--- config.mk ---
export PLATFORM = sky130hd
export DESIGN_NAME = time_counter
export DESIGN_NICKNAME = d
export VERILOG_FILES = /design/src/rtl/time_counter.sv
export SDC_FILE = /design/constraint.sdc
export NUM_CORES = 1
export LEC_CHECK = 0
export ABC_AREA = 1
export BUFFER_PORTS_ARGS = -buffer_cell sky130_fd_sc_hd__buf_2
export CAP_MARGIN = 10
export CORE_UTILIZATION = 50
export CTS_BUF_LIST = sky130_fd_sc_hd__clkbuf_8
export DETAILED_ROUTE_END_ITERATION = 12
export GPL_TIMING_DRIVEN = 0
export MAX_ROUTING_LAYER = met4
export PLACE_DENSITY = 0.66
export SYNTH_ARGS = -nofsm -noshare
export SYNTH_HDL_FRONTEND = slang
export SYNTH_SLANG_ARGS = --single-unit
--- constraint.sdc ---
create_clock -name clk -period 1.75 [get_ports clk]
set_clock_uncertainty 0.05 [all_clocks]
set_input_delay 0.35 -clock clk [delete_from_list [all_inputs] [get_ports clk]]
set_output_delay 0.35 -clock clk [all_outputs]
set_load 0.1 [all_outputs]
--- src/rtl/time_counter.sv ---
// Time-of-day counter: 1 Hz prescaler, binary sec/min/hour fields and a RUN/SET_HOUR/SET_MIN mode machine.
// Optional 12-hour display (hour 1..12 plus pm flag) enabled by defining HOUR12_EN.
module time_counter #(
    parameter int CLK_HZ = 50_000_000
) (
    input  logic       clk,
    input  logic       rst,
    input  logic       en,
    input  logic       mode_btn,
    input  logic       inc_btn,
    output logic [6:0] sec,
    output logic [6:0] min,
    output logic [6:0] hour,
    output logic       pm,
    output logic [1:0] mode,
    output logic       sec_tick
);

    localparam int PRE_W = $clog2(CLK_HZ);
    localparam logic [PRE_W-1:0] PRE_MAX = PRE_W'(CLK_HZ - 1);

    typedef enum logic [1:0] {
        RUN      = 2'd0,
        SET_HOUR = 2'd1,
        SET_MIN  = 2'd2
    } state_t;

    state_t           state_q;
    state_t           state_d;
    logic [PRE_W-1:0] pre_q;
    logic [6:0]       sec_q;
    logic [6:0]       min_q;
    logic [6:0]       hour_q;
    logic             tick_q;
    logic             tick;

    function automatic logic [6:0] wrap_inc(input logic [6:0] v, input logic [6:0] top);
        return (v == top) ? 7'd0 : v + 7'd1;
    endfunction

    // A mode press on the terminal count wins: the tick is dropped because sec is cleared anyway.
    assign tick = (state_q == RUN) && en && !mode_btn && (pre_q == PRE_MAX);

    always_comb begin
        state_d = state_q;
        case (state_q)
            RUN:      if (mode_btn) state_d = SET_HOUR;
            SET_HOUR: if (mode_btn) state_d = SET_MIN;
            SET_MIN:  if (mode_btn) state_d = RUN;
            default:  state_d = RUN;
        endcase
    end

    always_ff @(posedge clk) begin
        if (rst) begin
            state_q <= RUN;
            pre_q   <= '0;
            sec_q   <= 7'd0;
            min_q   <= 7'd0;
            hour_q  <= 7'd0;
            tick_q  <= 1'b0;
        end else begin
            state_q <= state_d;
            tick_q  <= tick;
            case (state_q)
                RUN: begin
                    if (mode_btn) begin
                        sec_q <= 7'd0;
                        pre_q <= '0;
                    end else if (en) begin
                        if (tick) begin
                            pre_q <= '0;
                            sec_q <= wrap_inc(sec_q, 7'd59);
                            if (sec_q == 7'd59) begin
                                min_q <= wrap_inc(min_q, 7'd59);
                                if (min_q == 7'd59) begin
                                    hour_q <= wrap_inc(hour_q, 7'd23);
                                end
                            end
                        end else begin
                            pre_q <= pre_q + 1'b1;
                        end
                    end
                end
                SET_HOUR: begin
                    if (!mode_btn && inc_btn) hour_q <= wrap_inc(hour_q, 7'd23);
                end
                SET_MIN: begin
                    if (!mode_btn && inc_btn) min_q <= wrap_inc(min_q, 7'd59);
                end
                default: ;
            endcase
        end
    end

    assign sec      = sec_q;
    assign min      = min_q;
    assign mode     = state_q;
    assign sec_tick = tick_q;

`ifdef HOUR12_EN
    always_comb begin
        if (hour_q == 7'd0) begin
            hour = 7'd12;
        end else if (hour_q > 7'd12) begin
            hour = hour_q - 7'd12;
        end else begin
            hour = hour_q;
        end
        pm = (hour_q >= 7'd12);
    end
`else
    assign hour = hour_q;
    assign pm   = 1'b0;
`endif

endmodule
# --- Word-level counts from Yosys, hierarchy flattened ---
# Cells that the tools add are included.
classes:
  eq_ne: 16
  reduce_logical: 15
  add_sub_neg: 4
  mux: 26
op_table:
  columns: ["op", "count"]
  rows:
  - ["$mux W7", 17]
  - ["$mux W26", 3]
  - ["$pmux W7 S2", 2]
  - ["$add A26 B1 Y26 const B", 1]
  - ["$eq A26 B26 Y1 const B", 1]
  - ["$add A7 B1 Y7 const B", 3]
  - ["$ne A2 B2 Y1 const B", 8]
  - ["$eq A7 B6 Y1 const B", 2]
  - ["$reduce_bool A2 Y1", 4]
  - ["$eq A7 B5 Y1 const B", 1]
  - ["$reduce_and A7 Y1", 1]
  - ["$mux W2", 3]
  - ["$pmux W2 S3", 1]
  - ["$reduce_and A3 Y1", 2]
  - ["$reduce_and A6 Y1", 1]
  - ["$logic_and A1 B1 Y1", 4]
  - ["$ne A2 B1 Y1 const B", 2]
  - ["$eq A2 B1 Y1 const B", 1]
  - ["$eq A2 B2 Y1 const B", 1]
  - ["$logic_not A2 Y1", 1]
  - ["$reduce_and A2 Y1", 1]
  - ["$logic_not A1 Y1", 1]
word_totals:
  word_cells: 67
  output_inout_bits: 25
  reg_bits: 50

# --- Depth between registers and ports, before layout ---
logic_depth:
  ltp_word: 8
  mapped_depth: 12
  ltp_nobuf: 11

# --- Least setup slack after synthesis ---
# Ideal clock, no wire load.
synth_path:
  kind: "reg-to-reg"
  startpoint: "reg sec_q[1], in the netlist sec[1]"
  endpoint: "reg hour_q[3], in the netlist hour[3]"
  setup_time_ps: 132
  period_less_slack_ps: 2313
  path_stages_with_launch: 11
  slack_ps: -563
  arrival_ps: 2131
  required_ps: 1568
  path_buffers: 0
  cell_sequence: "dfxtp_1 ha_1 nand2_1 inv_1 nand3_1 nand2_1 nand2_1 nor2_4 nand2_2 nand2_1 a21oi_1"
synth_between:
  elab_chain_len: 3
synth_lines:
  columns: ["item", "line_no", "rtl"]
  rows:
  - ["from (decl)", "31", "logic [6:0] sec_q;"]
  - ["from (signal assigned)", "73", "sec_q <= wrap_inc(sec_q, 7'd59);"]
  - ["$eq A7 B6 Y1", "74", "if (sec_q == 7'd59) begin"]
  - ["$ne A2 B1 Y1 (no line)", null, null]
  - ["$reduce_and A7 Y1 (no line)", null, null]
  - ["to (signal assigned)", "77", "hour_q <= wrap_inc(hour_q, 7'd23);"]
  - ["to (signal assigned)", "86", "if (!mode_btn && inc_btn) hour_q <= wrap_inc(hour_q, 7'd23);"]
  - ["to (decl)", "33", "logic [6:0] hour_q;"]
# No other way between the ends.
# A chain may end at the register's enable or synchronous reset.

# --- Worst setup path in the final report ---
layout_path:
  startpoint: "reg pre_q[12]"
  endpoint: "reg pre_q[3]"
layout_between:
  elab_chain_len: 5
layout_lines:
  columns: ["item", "line_no", "rtl"]
  rows:
  - ["from (decl)", "30", "logic [PRE_W-1:0] pre_q;"]
  - ["from (signal assigned)", "81", "pre_q <= pre_q + 1'b1;"]
  - ["$eq A26 B26 Y1", "42", "assign tick = (state_q == RUN) && en && !mode_btn && (pre_q == PRE_MAX);"]
  - ["$logic_and A1 B1 Y1", "42", null]
  - ["$mux W26", "71", "if (tick) begin"]
  - ["$mux W26", "70", "end else if (en) begin"]
  - ["$mux W26", "67", "if (mode_btn) begin"]
# No other way between the ends. The select of a mux whose other input is x is not followed.

==> flow_metrics.tcl <==
set metrics [dict create \
    path_clk_slew_ns 0.10 \
    final_antenna_net_count 0 \
    hold_viol_final 0 \
    die_height_um 81.22 \
    synthDistinctLibCells 37 \
    run_status "finished clean" \
    cap_violations 0 \
    synth_flop_cell "dfxtp_1" \
    track_usage 0.2538 \
    fillers 592 \
    area_growth_pct 17.66 \
    yosys-top-cells-area "dfxtp_1, nand2_1, nor2_1" \
    crit_arrival_ns 1.79 \
    avgRoutedWirePerCell_um 12.52 \
    drtIter0Drc 127 \
    numCtsBuffers 5 \
    first_pass_iters 4 \
    netlist_area_sq_um 3138 \
    async_flop_share 0 \
    critPathCaptureType "flip-flop" \
    syn-num-nets 504 \
    syn_area_per_cell_sq_um 6.339 \
    worstPathRequired_ns 1.90 \
    synth_top_area_cell "dfxtp_1" \
    num_vias 3134 \
    power.density_nw_per_um2 589.2 \
    setup_viol 0 \
    startpoint_type "flip-flop" \
    cts_buffer_depth 2 \
    place_ws_ns -0.1030 \
    core_sq_um 5991 \
    rsz0062_at_grt "true" \
    finalWorstSetupSlack_ns 0.1030 \
    synth_cells 495 \
    hold-worst-slack_ns 0.3166 \
    htreeDepth 2 \
    crit_type "reg2reg" \
    grt.overflow.total 0 \
    n_antenna_cell 0 \
    worstMarginPinSlew_ns 0.6175 \
    leakage_nw 1.531 \
    grt_pass1_wl_mm 12.53 \
    die_area_sq_um 6597 \
    io_buffers 27 \
    ys_ff_latch 50 \
    yosys_warnings 0 \
    power_mw 2.176 \
    period_minus_slack_ns 1.647 \
    cts_tree "yes" \
    grt_pass1_vias 2761 \
    yosysSeqAreaShare 0.3190 \
    slew_violations 0 \
    max_slew_margin 0.5884 \
    antenna_found_initial 0 \
    setup_tns_ns 0 \
    clock-sinks 50 \
    place_hpwl_mm 5.679 \
    cts_hold_buffers 0 \
    num_io_pins 30 \
    synth.top_cells.by_count "nand2_1, nor2_1, dfxtp_1" \
    worstSkewPairLatency_ns 0.31 \
    path_max_fanout 10 \
    hold_class "in2reg" \
    gp_congestion 0.9007 \
    rows 28 \
    wl_mm 7.664 \
    fin_nets 545 \
    min_period_over_period 0.9412 \
    drive_gt1_frac 0.2048 \
    dieWidth_um 81.22 \
    grt_max_degree 15 \
    fmax_mhz 607.2 \
    synth_edf_count 0 \
    synth_top_area_share 0.3190 \
    cts-root-buf "clkbuf_8" \
    yosysMostFrequentCell "nand2_1" \
    ir_drop_mv 0.3747 \
    drc 0 \
    start_util 0.5238 \
    vias_per_cell 5.121 \
]
[metal layers]
| layer | track usage | vias to the layer above | part of all wire |
|---|---|---|---|
| met5 | - | - | 0 |
| met4 | 0.06607 | 0 | 0.012 |
| met3 | 0.03820 | 9 | 0.047 |
| met2 | 0.4210 | 58 | 0.46 |
| met1 | 0.3206 | 1427 | 0.48 |
| li1 | - | 1640 | - |
[logic make-up (layout without fill, tap and decap cells)]
| family | after synthesis | after routing | share of synthesized area |
|---|---|---|---|
| xor gates and xnor gates | 21 | 21 | 0.05861 |
| other | 1 | 1 | 0.001195 |
| and+or+nand+nor | 318 | 318 | 0.4482 |
| buffers and inverters | 63 | 105 | 0.09370 |
| AOI/OAI and AO/OA | 38 | 38 | 0.06340 |
| adders and majority gates | 4 | 4 | 0.01595 |
| DFF | 50 | 50 | 0.3190 |
[worst max-delay path: stages, from the launching register on]
cell and delay [ns]:
dfxtp_1 0.42, nand2_2 0.12, nor2_4 0.16, nand2_2 0.10, nor2_4 0.13, nand2_4 0.10
nand2_8 0.10, nand2_4 0.08, nand2_4 0.09, buf_6 0.14, nor2_1 0.05
[timing repair]
item / 4_1_cts / 5_1_grt
pin swaps: 4 / 5
endpoints found under the setup margin: 23 / 45
setup buffers: 2 / 5
gates cloned: 0 / 1
gates resized for setup: 10 / 20
[path summary, 6_finish.rpt]
check	startpoint	end	slack (ns)	depth (start not counted)
min	rst	mode[1]$_SDFFE_PP0P_	0.32	4
min reg2reg	min[6]$_SDFFE_PP0P_	min[6]$_SDFFE_PP0P_	0.44	2
max reg2reg	pre_q[12]$_SDFFE_PP0P_	pre_q[3]$_SDFFE_PP0P_	0.10	10
max	pre_q[12]$_SDFFE_PP0P_	pre_q[3]$_SDFFE_PP0P_	0.10	10
[cell usage in the layout (no fill, tap or decap), types with 2 or more instances in the layout]
master    count
xnor2_1       9
nand2_1     131
nand3_2       2
buf_2        27
buf_4         9
or2_2         3
o21ai_1       2
nor2_4        8
buf_8         3
o21bai_1      2
nor3_1        8
buf_6         2
nand2_2       6
o21ai_0       5
nor2_2        7
inv_1        50
a21oi_1      27
dfxtp_2      14
clkbuf_1      2
nor2_1       90
clkbuf_8      5
nand3b_1      3
ha_1          2
nand2_4       4
xor2_1       12
ha_4          2
dfxtp_4      11
nand4_1       9
dfxtp_1      25
nand2_8       2
nand3_1      42
[layout make-up]
class | count | area, sq um | area share
timing repair buffer | 35 | 225.2 | 0.06100
multi-input combinational | 382 | 1934 | 0.5239
tap | 75 | 93.84 | 0.02542
sequential | 50 | 1060 | 0.2870
buffer | 12 | 108.9 | 0.02948
clock buffer | 5 | 68.82 | 0.01864
clock inverter | 3 | 11.26 | 0.003050
inverter | 50 | 190.2 | 0.05151
[state kept, by name (all words and copies together), names as in the netlist]
name / cells
sec_tick: 1
sec: 7
hour: 7
mode: 2
min: 7
pre_q: 26
[through the flow]
stage               std cells    util  cell area [sq um]
finish                    612  0.6163               3692
global route              612  0.6163               3692
CTS                       607  0.5936               3556
detailed placement        597  0.5706               3418
global placement          597  0.5706               3418
floorplan                 495       -               3189
[power breakdown]
part	internal (mW)	total, mW	switching [mW]
clock	0.268	0.645	0.377
sequential	1.14	1.16	0.0177
combinational	0.112	0.373	0.261
No activity file was read; power rests on OpenSTA's default activity.
